--- config.mk ---
export PLATFORM = sky130hd
export DESIGN_NAME = window_frame_sequencer
export DESIGN_NICKNAME = d
export VERILOG_FILES = /design/src/rtl/win_seq_pkg.sv /design/src/rtl/win_seq_delay_line.sv /design/src/rtl/window_frame_sequencer.sv
export SDC_FILE = /design/constraint.sdc
export NUM_CORES = 1
export LEC_CHECK = 0
export BUFFER_PORTS_ARGS = -buffer_cell sky130_fd_sc_hd__buf_4
export CORE_ASPECT_RATIO = 2
export CORE_UTILIZATION = 35
export CTS_CLUSTER_DIAMETER = 100
export CTS_CLUSTER_SIZE = 25
export DETAILED_ROUTE_END_ITERATION = 8
export PLACE_DENSITY = 0.56
export SLEW_MARGIN = 20
export SYNTH_ARGS = -nofsm -noshare
export SYNTH_HDL_FRONTEND = slang
export SYNTH_SLANG_ARGS = --single-unit
--- constraint.sdc ---
create_clock -name clk -period 1.6 [get_ports clk]
set_input_delay 0.16 -clock clk [delete_from_list [all_inputs] [get_ports clk]]
set_output_delay 0.16 -clock clk [all_outputs]
set_load 0.02 [all_outputs]
--- src/rtl/win_seq_pkg.sv ---
// ============================================================================
// Module   : win_seq_pkg
// Brief    : Shared types and defaults for the window frame sequencer.
// Revision : 1.0
// ============================================================================
`default_nettype none

package win_seq_pkg;

  typedef enum logic [0:0] {
    IDLE = 1'b0,
    RUN  = 1'b1
  } state_t;

  localparam logic WIN_ROM = 1'b0;
  localparam logic WIN_RAM = 1'b1;

  localparam int FRAME_LEN_DEF = 256;
  localparam int PIPE_LAT_DEF  = 22;

endpackage

`default_nettype wire

--- src/rtl/win_seq_delay_line.sv ---
// ============================================================================
// Module   : win_seq_delay_line
// Brief    : DEPTH-stage shift register, cleared to zero; flags any set bit.
// Revision : 1.0
// ============================================================================
`default_nettype none

module win_seq_delay_line #(
  parameter int WIDTH = 1,
  parameter int DEPTH = 1
) (
  input  logic             clk,
  input  logic             rst_n,
  input  logic [WIDTH-1:0] din,
  output logic [WIDTH-1:0] dout,
  output logic             occupied
);

  logic [DEPTH-1:0][WIDTH-1:0] stage;

  always_ff @(posedge clk or negedge rst_n) begin
    if (!rst_n) begin
      stage <= '0;
    end else begin
      stage[0] <= din;
      for (int i = 1; i < DEPTH; i++) begin
        stage[i] <= stage[i-1];
      end
    end
  end

  assign dout     = stage[DEPTH-1];
  assign occupied = |stage;

endmodule

`default_nettype wire

--- src/rtl/window_frame_sequencer.sv ---
// ============================================================================
// Module   : window_frame_sequencer
// Brief    : Frame tracking, window-source selection, coefficient read and
//            frame_last sequencing. Optional stall abort: WIN_SEQ_TIMEOUT_EN.
// Revision : 1.0
// ============================================================================
`default_nettype none

module window_frame_sequencer
  import win_seq_pkg::*;
#(
  parameter int FRAME_LEN   = FRAME_LEN_DEF,
  parameter int ADDR_W      = 8,
  parameter int RD_LEAD     = 6,
  parameter int PIPE_LAT    = PIPE_LAT_DEF,
  parameter int TIMEOUT_CYC = 1024
) (
  input  logic              clk,
  input  logic              rst_n,
  input  logic              frame_start,
  input  logic              sample_valid,
  input  logic              sel_ram_req,
  input  logic              sel_rom_req,
  input  logic              err_clr,
  output logic              rom_rd_en,
  output logic              ram_rd_en,
  output logic [ADDR_W-1:0] coef_rd_addr,
  output logic              coef_valid,
  output logic              coef_sel_ram,
  output logic              frame_last,
  output logic              win_sel,
  output logic              busy,
  output logic [15:0]       frame_cnt,
  output logic              overrun_err,
  output logic              timeout_err
);

  localparam logic [ADDR_W-1:0] LAST_IDX = ADDR_W'(FRAME_LEN - 1);
  localparam int                RD_W     = ADDR_W + 2;

  if (FRAME_LEN < 2 || FRAME_LEN > (1 << ADDR_W) || RD_LEAD < 1 || RD_LEAD > 16 ||
      PIPE_LAT < 1 || PIPE_LAT > 64 || TIMEOUT_CYC < 1) begin : g_param_check
    $error("window_frame_sequencer: parameter out of range");
  end

  state_t            state;
  logic [ADDR_W-1:0] idx;
  logic              sel_pend;
  logic              abort;

  logic              in_run;
  logic              accept_idle;
  logic              launch;
  logic              launch_last;
  logic              accept_wrap;
  logic              overrun_set;
  logic [ADDR_W-1:0] launch_idx;
  logic              launch_sel;

  assign in_run      = (state == RUN);
  assign accept_idle = (state == IDLE) && frame_start;
  assign launch      = sample_valid && (in_run || accept_idle);
  assign launch_idx  = accept_idle ? '0 : idx;
  // The accepting cycle already uses the pending source for sample 0.
  assign launch_sel  = accept_idle ? sel_pend : win_sel;
  assign launch_last = launch && in_run && (idx == LAST_IDX);
  assign accept_wrap = launch_last && frame_start;
  assign overrun_set = in_run && frame_start && !accept_wrap;

  always_ff @(posedge clk or negedge rst_n) begin
    if (!rst_n) begin
      state       <= IDLE;
      idx         <= '0;
      win_sel     <= WIN_ROM;
      sel_pend    <= WIN_ROM;
      overrun_err <= 1'b0;
      frame_cnt   <= '0;
    end else begin
      if (sel_ram_req)      sel_pend <= WIN_RAM;
      else if (sel_rom_req) sel_pend <= WIN_ROM;

      if (overrun_set)  overrun_err <= 1'b1;
      else if (err_clr) overrun_err <= 1'b0;

      if (frame_last) frame_cnt <= frame_cnt + 16'd1;

      case (state)
        IDLE: begin
          if (frame_start) begin
            state   <= RUN;
            win_sel <= sel_pend;
            idx     <= sample_valid ? ADDR_W'(1) : '0;
          end
        end
        RUN: begin
          if (abort) begin
            state <= IDLE;
            idx   <= '0;
          end else if (sample_valid) begin
            if (idx == LAST_IDX) begin
              idx <= '0;
              if (frame_start) win_sel <= sel_pend;
              else             state   <= IDLE;
            end else begin
              idx <= idx + ADDR_W'(1);
            end
          end
        end
        default: state <= IDLE;
      endcase
    end
  end

`ifdef WIN_SEQ_TIMEOUT_EN
  localparam int STALL_W = $clog2(TIMEOUT_CYC + 1);

  logic [STALL_W-1:0] stall_cnt;

  assign abort = in_run && !sample_valid && (stall_cnt == STALL_W'(TIMEOUT_CYC - 1));

  always_ff @(posedge clk or negedge rst_n) begin
    if (!rst_n) begin
      stall_cnt   <= '0;
      timeout_err <= 1'b0;
    end else begin
      if (sample_valid || !in_run) stall_cnt <= '0;
      else                         stall_cnt <= stall_cnt + STALL_W'(1);

      if (abort)        timeout_err <= 1'b1;
      else if (err_clr) timeout_err <= 1'b0;
    end
  end
`else
  assign abort       = 1'b0;
  assign timeout_err = 1'b0;
`endif

  // Idle cycles push zeros so the address field drains back to 0 as well.
  logic [RD_W-1:0] rd_din;
  logic [RD_W-1:0] rd_dout;
  logic            rd_valid;
  logic            rd_sel;
  logic            rd_occ;
  logic            last_occ;
  logic            coef_occ;

  assign rd_din = launch ? {1'b1, launch_sel, launch_idx} : '0;

  win_seq_delay_line #(
    .WIDTH (RD_W),
    .DEPTH (RD_LEAD)
  ) u_rd_pipe (
    .clk      (clk),
    .rst_n    (rst_n),
    .din      (rd_din),
    .dout     (rd_dout),
    .occupied (rd_occ)
  );

  assign rd_valid     = rd_dout[RD_W-1];
  assign rd_sel       = rd_dout[RD_W-2];
  assign coef_rd_addr = rd_dout[ADDR_W-1:0];
  assign rom_rd_en    = rd_valid & ~rd_sel;
  assign ram_rd_en    = rd_valid & rd_sel;

  win_seq_delay_line #(
    .WIDTH (2),
    .DEPTH (1)
  ) u_coef_stage (
    .clk      (clk),
    .rst_n    (rst_n),
    .din      ({rd_valid, rd_valid & rd_sel}),
    .dout     ({coef_valid, coef_sel_ram}),
    .occupied (coef_occ)
  );

  win_seq_delay_line #(
    .WIDTH (1),
    .DEPTH (PIPE_LAT)
  ) u_last_pipe (
    .clk      (clk),
    .rst_n    (rst_n),
    .din      (launch_last),
    .dout     (frame_last),
    .occupied (last_occ)
  );

  assign busy = in_run | rd_occ | coef_occ | last_occ;

endmodule

`default_nettype wire

==> impl_metrics.json, run 1 <==
{
  "synth_common_cells": "112 x dfrtp_1, 22 x nor4_1, 18 x nor2_1, 13 x nand2_1",
  "path_cells": "nor4_1, nand4_1, nor4_2, nand2_1, buf_6",
  "p_int_mw": 4.73,
  "finalInstanceArea_mm2": 0.00478,
  "tns_ns": -0.284,
  "crit_arrival_ns": 1.72,
  "ant_nets": 0,
  "ys_seq_area_share_pct": 74.8,
  "crit_family": "simple AND/OR/NAND/NOR gates",
  "ff2ff_path_depth": 5,
  "drive_gt1_share_pct": 30.1,
  "rsz0062_at_grt": "true",
  "path_clk_slew_ns": 0.07,
  "avgViaCountPerCell": 4.68,
  "power_density_mw_per_mm2": 1320,
  "ys_ff_latch": 112,
  "synth_area_leaders": "dfrtp_1 75%, nor4_1 3.7%, xnor2_1 2.3%, xor2_1 2.3%, buf_4 1.8%",
  "wl_per_cell_um": 15.1,
  "crit_path_end_kind": "primary output",
  "grt_max_degree": 39,
  "synth_top_cell_area_share_pct": 74.8,
  "area_growth_syn_to_layout_pct": 27.6,
  "fp.dieH_um": 148,
  "path_class": "reg -> out",
  "rows": 53,
  "syn_area_per_cell_um2": 14.2,
  "port_buffers": 38,
  "p_leak_nw": 2.37,
  "slowest_delay_ns": 0.40,
  "routed-via-count": 2197,
  "finalSetupViolCount": 1,
  "tritoncts": "done",
  "skew_ns": 0.00722,
  "comb_power_share_pct": 10.6,
  "synthFlopType": "dfrtp_1",
  "synth_cell_types": 34,
  "synth_nets": 272,
  "crit_buf_inv": 1,
  "post-synth-top-area-cell": "dfrtp_1",
  "dp_slack_ns": -0.0791,
  "timing.rr.start": "frame_cnt[1]$_DFFE_PN0P_",
  "async_flop_share_pct": 100,
  "start_util_pct": 35.8,
  "crit_required_ns": 1.44,
  "dp_hpwl_mm": 5.06,
  "antenna_found_initial": 0,
  "p_sw_share_pct": 24.9,
  "cp_max_fo": 2,
  "insertion_delay_ns": 0.34,
  "crit_start": "u_rd_pipe.dout[1]$_DFF_PN0_",
  "cp_num_cells": 5,
  "die_w_um": 75.2,
  "drtIter0Drc": 118,
  "n_antenna_cell": 0,
  "vdd_ir_drop_max_v": 0.000794,
  "routabilityCongestion": 0.732,
  "slew_viol_final": 0,
  "die-area_mm2": 0.0111,
  "start_kind": "register",
  "fin_ws_ns": -0.284,
  "overflow": 0,
  "cts_buffers": 9,
  "synthMostInstantiatedCell": "dfrtp_1",
  "yosys_warnings": 0,
  "htreeDepth": 3,
  "place_area_mm2": 0.00432,
  "drv_cap": 0,
  "drc": 0,
  "grt_use_total_pct": 14.3,
  "power_frac_seq_pct": 54.0,
  "syn-cell-area_mm2": 0.00375,
  "io_pins": 40,
  "finalWirelength_mm": 7.07,
  "r2r-end": "frame_cnt[14]$_DFFE_PN0P_",
  "p_switching_mw": 1.56,
  "endpoint": "busy",
  "fillers": 980,
  "synth_edf_count": 0,
  "root_buffer": "clkbuf_16",
  "crit_path_top_delay_cell": "dfrtp_1",
  "core_mm2": 0.0105,
  "nNetsFinal": 336,
  "period_share_pct": 118,
  "hold_viol": 0,
  "clock-sinks": 112,
  "syn_inst": 263,
  "grt_pass1_wl_mm": 11.3,
  "violations": "negative setup slack",
  "grt_pass1_vias": 2241,
  "dr.pass1.iters": 4,
  "hold_path.class": "in -> reg",
  "regToRegSetupSlack_ns": 0.08,
  "timing.fmax_mhz": 531,
  "clockBufferDepth": 2,
  "clock_power_share_pct": 35.4,
  "outcome": "finished with violations",
  "fin_crit_ns": 1.88
}
[power groups by stage]
| stage | Clock (mW) | Combinational (mW) | Sequential (mW) |
|---|---|---|---|
| 2_1_floorplan | 0 | 0.383 | 3.37 |
| 3_3_place_gp | 0 | 0.643 | 3.43 |
| 3_5_place_dp | 0 | 0.651 | 3.44 |
| 4_1_cts | 2.29 | 0.672 | 3.40 |
| 5_1_grt | 2.40 | 0.757 | 3.44 |
| 6_report | 2.23 | 0.670 | 3.39 |
[final cells by class]
| cell class | instances | area [um2] | share of cell area (%) |
|---|---|---|---|
| Tap cell | 137 | 171 | 3.59 |
| Sequential cell | 112 | 2800 | 58.7 |
| Inverter | 7 | 26.3 | 0.550 |
| Multi-Input combinational cell | 132 | 950 | 19.9 |
| Clock buffer | 9 | 225 | 4.71 |
| Timing Repair Buffer | 65 | 524 | 11.0 |
| Clock inverter | 7 | 78.8 | 1.65 |
[layout by cell type (no fill, tap or decap), drive strengths merged, types with 8 or more instances in the layout]
cell	n
nand4	9
nor2	18
nand2	13
nor4	22
xor2	10
buf	62
xnor2	10
dfrtp	112
nand3	8
clkbuf	9
inv	9
[worst min-delay path by stage]
| stage | from | endpoint | slack, ns | cells past startpoint |
|---|---|---|---|---|
| final | frame_start | idx[1]$_DFFE_PN0P_ | 0.07 | 2 |
| after global routing | frame_start | idx[1]$_DFFE_PN0P_ | 0.06 | 2 |
| after CTS | frame_start | idx[1]$_DFFE_PN0P_ | 0.06 | 2 |
| after detailed placement | rst_n | frame_cnt[5]$_DFFE_PN0P_ | 0.12 | 1 |
| after global placement | rst_n | frame_cnt[5]$_DFFE_PN0P_ | 0.12 | 1 |
| after floorplan | rst_n | frame_cnt[0]$_DFFE_PN0P_ | -0.14 | 0 |
[routing by layer]
layer,up-vias,GRT usage (%),part of all wire [%]
li1,1032,-,-
met1,1114,15.2,37
met2,41,25.9,58
met3,10,2.85,2.6
met4,0,6.67,2.0
met5,-,0,0
[kinds of logic (layout without fill, tap and decap cells)]
logic type,after synthesis,in the layout,synth area share (%)
mux,4,4,1.17
buf+inv,19,88,2.81
flops,112,112,74.8
compound gates,12,12,2.07
xor+xnor,20,20,4.68
simple gates,93,93,13.7
other cells,1,1,0.100
fa+ha+maj,2,2,0.668
[stage by stage]
step	hold WS (ns)	std cells	util, %	power (mW)
2_1_floorplan	-0.136	263	-	3.76
3_3_place_gp	0.117	449	41.2	4.07
3_5_place_dp	0.124	449	41.2	4.09
4_1_cts	0.0587	469	45.1	6.36
5_1_grt	0.0631	469	45.6	6.59
6_report	0.0733	469	45.6	6.29
[sequential cells by signal, summed over array words and instances, names as in the netlist]
name / count
win_sel: 1
idx: 8
in_run: 1
frame_cnt: 16
sel_pend: 1
u_last_pipe.dout: 1
u_rd_pipe.dout: 10
u_coef_stage.dout: 2
overrun_err: 1
u_last_pipe.stage: 21
u_rd_pipe.stage: 50
[timing repair]
action,in CTS,in global routing
pin swaps,5,3
resized for setup,10,10
hold endpoints to repair,29,0
endpoints found under the setup margin,1,8
hold buffers,3,0
setup buffers,2,0
Power figures use the tool's default switching activity.
==> inputs of run 2 (changes only) <==
--- a/config.mk
+++ b/config.mk
@@ -5,6 +5,7 @@
 export SDC_FILE = /design/constraint.sdc
 export NUM_CORES = 1
 export LEC_CHECK = 0
+export ABC_AREA = 1
 export BUFFER_PORTS_ARGS = -buffer_cell sky130_fd_sc_hd__buf_4
 export CORE_ASPECT_RATIO = 2
 export CORE_UTILIZATION = 35
==> impl_metrics.json, run 2 <==
{
  "synthMostInstantiatedCell": "dfrtp_1",
  "vdd_ir_drop_max_v": 0.000775,
  "overflow": 0,
  "synthFlopType": "dfrtp_1",
  "syn_area_per_cell_um2": 11.0,
  "path_class": "reg -> out",
  "ant_nets": 0,
  "synth_top_family_by_area": "simple AND/OR/NAND/NOR gates",
  "total_power_mw": 6.22,
  "dr.pass1.iters": 4,
  "insertion_delay_ns": 0.34,
  "grt_use_total_pct": 12.7,
  "drtIter0Drc": 141,
  "synth-xor-area-share_pct": 2.65,
  "yosys_warnings": 0,
  "fillers": 1078,
  "tritoncts": "done",
  "syn_inst": 360,
  "drc": 0,
  "synthMuxAreaShare_pct": 0,
  "area_growth_syn_to_layout_pct": 18.6,
  "synth_compound_area_share_pct": 1.73,
  "antenna_found_initial": 0,
  "start_util_pct": 36.3,
  "avgViaCountPerCell": 4.46,
  "power_density_mw_per_mm2": 1320,
  "violations": "negative setup slack",
  "finalInstanceArea_mm2": 0.00471,
  "tns_ns": -0.0252,
  "slew_viol_final": 0,
  "routed-via-count": 2451,
  "clockBufferDepth": 2,
  "top_register": "u_rd_pipe.stage",
  "timing.fmax_mhz": 615,
  "final_common_cell": "dfrtp_1",
  "htreeDepth": 3,
  "die_w_um": 77.3,
  "crit_arrival_ns": 1.47,
  "clock-sinks": 112,
  "cts_buffers": 9,
  "largestRegisters": "u_rd_pipe.stage: 50 flops, u_last_pipe.stage: 21 flops, frame_cnt: 16 flops",
  "crit_required_ns": 1.44,
  "synth_edf_count": 0,
  "stdcell_count": 549,
  "ys_ff_latch": 112,
  "cp_max_fo": 2,
  "place_area_mm2": 0.00439,
  "dp_hpwl_mm": 4.96,
  "synth_nets": 369,
  "post-synth-top-area-cell": "dfrtp_1",
  "fin_crit_ns": 1.63,
  "wl_per_cell_um": 12.4,
  "outcome": "finished with violations",
  "largest_reg_flops": 50,
  "rows": 54,
  "synth_common_cells": "112 x dfrtp_1, 83 x nor2_1, 65 x nand2_1, 29 x inv_1, 17 x nand3_1",
  "synth_area_leaders": "dfrtp_1 71%, nor2_1 7.8%, nand2_1 6.1%, inv_1 2.7%, nand3_1 2.1%",
  "io_pins": 40,
  "period_share_pct": 102,
  "yosys.area_share.simple_pct": 19.4,
  "start_kind": "register",
  "mostFrequentLayoutCells": "111 x dfrtp_1, 80 x nor2_1, 65 x nand2_1",
  "core_mm2": 0.0109,
  "root_buffer": "clkbuf_16",
  "port_buffers": 38,
  "grt_pass1_wl_mm": 11.4,
  "synth_top_cell_area_share_pct": 70.6,
  "skew_ns": 0.0121,
  "crit_path_end_kind": "primary output",
  "syn-cell-area_mm2": 0.00397,
  "routabilityCongestion": 0.820,
  "rsz0062_at_grt": "true",
  "async_flop_share_pct": 100,
  "nNetsFinal": 413,
  "ys_seq_area_share_pct": 70.6,
  "finalSetupViolCount": 1,
  "path_clk_slew_ns": 0.07,
  "synth_fa_ha_area_share_pct": 0.630,
  "fin_ws_ns": -0.0252,
  "finalWirelength_mm": 6.83,
  "fp.dieH_um": 153,
  "dpl.cell_count": 530,
  "grt_max_degree": 48,
  "drive_gt1_share_pct": 16.9,
  "n_antenna_cell": 0,
  "hold_path.class": "in -> reg",
  "hold_viol": 0,
  "p_leak_nw": 2.51,
  "drv_cap": 0,
  "synth_cell_types": 29,
  "grt_pass1_vias": 2519,
  "die-area_mm2": 0.0118
}
run 2: cells by family (layout without fill, tap and decap cells):
| logic type | after synthesis | after routing |
|---|---|---|
| buffers and inverters | 41 | 90 |
| adder cells (fa/ha/maj) | 2 | 2 |
| AO/OA/AOI/OAI | 11 | 11 |
| XOR/XNOR | 12 | 12 |
| other | 1 | 1 |
| AND/OR/NAND/NOR | 181 | 181 |
| flip-flops | 112 | 112 |
run 2: stage by stage:
step	hold WS, ns	util, %	worst slack [ns]
after detailed placement	0.0761	40.1	0.186
after floorplan	-0.136	-	0.220
final	0.0230	43.0	-0.0252
after global placement	0.0739	40.1	0.215
after global routing	0.000832	43.0	-0.205
after CTS	0.00389	42.9	-0.0833
run 2: layer usage:
layer	track usage (%)	vias to the layer above	wire length, um
li1	-	1191	-
met1	13.4	1185	2740
met2	22.7	62	3640
met3	3.35	13	272
met4	6.65	0	176
met5	0	-	0
run 2: path summary, 6_finish.rpt:
check	end	cells after the start	slack [ns]	start
setup / recovery	busy	7	-0.03	u_rd_pipe.stage[5]$_DFF_PN0_
hold / removal	sel_pend$_DFFE_PN0P_	2	0.02	sel_ram_req
setup reg to reg	win_sel$_DFFE_PN0P_	8	0.15	idx[1]$_DFFE_PN0P_
hold reg to reg	u_rd_pipe.dout[9]$_DFF_PN0_	0	0.37	u_rd_pipe.stage[49]$_DFF_PN0_
max in group asynchronous	in_run$_DFF_PN0_	3	0.79	rst_n
min in group asynchronous	u_rd_pipe.dout[1]$_DFF_PN0_	2	0.26	rst_n
run 2: repair_timing:
| item | in CTS | in global routing |
|---|---|---|
| setup buffers | 1 | 0 |
| gates resized for setup | 6 | 1 |
| endpoints found under the setup margin | 1 | 2 |
| pin swaps | 1 | 1 |
| hold buffers | 2 | 0 |
| endpoints found under the hold margin | 21 | 0 |
run 2: layout make-up:
cell class                      instances  area, um2  area share, %
Clock buffer                           11        233           4.94
Inverter                               30        115           2.44
Clock inverter                          5       31.3          0.664
Timing Repair Buffer                   44        364           7.73
Multi-Input combinational cell        207        986           20.9
Sequential cell                       112       2800           59.6
Tap cell                              140        175           3.72
run 2: where the power goes:
| part | internal, mW | switching, mW | leakage [nW] |
|---|---|---|---|
| logic | 0.292 | 0.475 | 0.908 |
| registers | 3.22 | 0.245 | 1.47 |
| clock network | 1.05 | 0.935 | 0.130 |
| total | 4.57 | 1.66 | 2.51 |
run 2: worst max-delay path: stages (launching register included):
cell and delay [ns]:
dfrtp_1 0.38, nor2_1 0.10, nand2_1 0.07, nor2_2 0.12, nand3b_1 0.08, nor2_1 0.10, nand3_1 0.12, buf_6 0.15
==> inputs of run 3 (changes only) <==
--- a/config.mk
+++ b/config.mk
@@ -9,6 +9,7 @@
 export BUFFER_PORTS_ARGS = -buffer_cell sky130_fd_sc_hd__buf_4
 export CORE_ASPECT_RATIO = 2
 export CORE_UTILIZATION = 35
+export CTS_BUF_LIST = sky130_fd_sc_hd__clkbuf_2
 export CTS_CLUSTER_DIAMETER = 100
 export CTS_CLUSTER_SIZE = 25
 export DETAILED_ROUTE_END_ITERATION = 8
==> constraint.sdc (replaced) <==
create_clock -name clk -period 1.6 [get_ports clk]
set_input_delay 0.08 -clock clk [delete_from_list [all_inputs] [get_ports clk]]
set_output_delay 0.08 -clock clk [all_outputs]
set_load 0.02 [all_outputs]
==> impl_metrics.json, run 3 (same netlist as run 2, synthesis figures left out) <==
{
  "p_leak_nw": 2.52,
  "antenna_found_initial": 1,
  "power_density_mw_per_mm2": 1180,
  "ff2ff_path_depth": 8,
  "timing.fmax_mhz": 537,
  "finalSetupViolCount": 1,
  "mostFrequentLayoutCells": "110 x dfrtp_1, 81 x nor2_1, 65 x nand2_1",
  "nNetsFinal": 428,
  "place_area_mm2": 0.00440,
  "fin_ws_ns": -0.264,
  "drv_cap": 0,
  "grt_use_total_pct": 13.7,
  "dp_hpwl_mm": 5.15,
  "path_clk_slew_ns": 0.28,
  "fin_util_pct": 42.8,
  "cp_max_fo": 2,
  "grt_pass1_vias": 2654,
  "dr.pass1.iters": 4,
  "violations": "negative setup slack",
  "clock_power_share_pct": 22.2,
  "drive_gt1_share_pct": 18.9,
  "period_share_pct": 116,
  "fillers": 1085,
  "root_buffer": "clkbuf_2",
  "largest_reg_flops": 50,
  "hold_path.class": "in -> reg",
  "vdd_ir_drop_max_v": 0.000755,
  "top_register": "u_rd_pipe.stage",
  "finalInstanceArea_mm2": 0.00468,
  "comb_power_share_pct": 15.4,
  "die_w_um": 77.3,
  "skew_ns": 0.0310,
  "largestRegisters": "u_rd_pipe.stage: 50 flops, u_last_pipe.stage: 21 flops, frame_cnt: 16 flops",
  "clockBufferDepth": 2,
  "hold_viol": 0,
  "finalWirelength_mm": 7.33,
  "routed-via-count": 2516,
  "crit_family": "simple AND/OR/NAND/NOR gates",
  "slew_viol_final": 0,
  "dp_slack_ns": 0.178,
  "cts_buffers": 9,
  "path_class": "reg -> out",
  "ant_nets": 0,
  "crit_path_top_delay_cell": "dfrtp_1",
  "final_common_cell": "dfrtp_1",
  "drc": 0,
  "tritoncts": "done",
  "rows": 54,
  "htreeDepth": 3,
  "path_cells": "nor2_1, nand2_1, nor2_2, nand3b_1, nor2_1, nand3_1, buf_6",
  "fin_crit_ns": 1.86,
  "area_growth_syn_to_layout_pct": 18.0,
  "tns_ns": -0.264,
  "grt_pass1_wl_mm": 12.3,
  "cp_num_cells": 7,
  "dpl.cell_count": 531,
  "routabilityCongestion": 0.923,
  "io_pins": 40,
  "core_mm2": 0.0109,
  "grt_max_degree": 39,
  "holdWs_ns": 0.240,
  "fp.dieH_um": 153,
  "start_kind": "register",
  "wl_per_cell_um": 13.0,
  "crit_path_end_kind": "primary output",
  "avgViaCountPerCell": 4.45,
  "die-area_mm2": 0.0118,
  "cpMostUsedCell": "nor2_1",
  "stdcell_count": 565,
  "p_int_mw": 3.92,
  "crit_required_ns": 1.52,
  "rsz0062_at_grt": "true",
  "port_buffers": 38,
  "holdPathStages": 3,
  "crit_arrival_ns": 1.78,
  "p_sw_share_pct": 29.1,
  "power_frac_seq_pct": 62.4,
  "crit_buf_inv": 1,
  "p_switching_mw": 1.61,
  "insertion_delay_ns": 0.57,
  "outcome": "finished with violations",
  "drtIter0Drc": 154,
  "start_util_pct": 36.3,
  "overflow": 0,
  "slowest_delay_ns": 0.44,
  "total_power_mw": 5.54,
  "clock-sinks": 112
}
==> run 3: area by class of cell <==
cell class	count	area, um2	area share (%)
Multi-Input combinational cell	207	976	20.8
Timing Repair Buffer	59	502	10.7
Clock inverter	6	60.1	1.28
Sequential cell	112	2810	59.9
Antenna cell	1	2.50	0.0534
Inverter	30	113	2.40
Tap cell	140	175	3.74
Clock buffer	10	50.0	1.07
==> run 3: final timing paths <==
kind | from | end | slack, ns
setup / recovery | u_rd_pipe.stage[11]$_DFF_PN0_ | busy | -0.26
hold / removal | sel_ram_req | sel_pend$_DFFE_PN0P_ | 0.24
setup reg to reg | idx[1]$_DFFE_PN0P_ | win_sel$_DFFE_PN0P_ | 0.13
hold reg to reg | u_last_pipe.stage[11]$_DFF_PN0_ | u_last_pipe.stage[12]$_DFF_PN0_ | 0.38
max in group asynchronous | rst_n | u_rd_pipe.dout[8]$_DFF_PN0_ | 0.77
min in group asynchronous | rst_n | u_rd_pipe.stage[10]$_DFF_PN0_ | 0.55
==> run 3: worst reg2reg max path, cell delays in order, from the launching register on <==
cell and delay, ns:
dfrtp_1 0.45, ha_1 0.18, nand2_1 0.09, nor2_1 0.13, nand2_1 0.14, o21ai_2 0.21, nand2_1 0.08, nand2_1 0.06
nand2_1 0.05
==> run 3: per-layer routing <==
layer | share of wire (%) | global-route usage (%)
met1 | 38 | 15.2
met2 | 55 | 24.1
met3 | 3.8 | 3.41
met4 | 2.9 | 6.47
met5 | 0 | 0
==> run 3: power groups by stage <==
stage               combinational (mW)  sequential, mW  clock, mW
global placement                 0.778            3.49          0
floorplan                        0.550            3.46          0
detailed placement               0.788            3.52          0
global route                     0.971            3.52       1.41
CTS                              0.829            3.46       1.28
finish                           0.852            3.46       1.23
==> run 3: timing repair <==
action	CTS	global route
endpoints found under the hold margin	133	0
setup endpoints to repair	1	3
gates resized for setup	4	1
pin swaps	3	4
hold buffers	8	0
buffers inserted	3	6
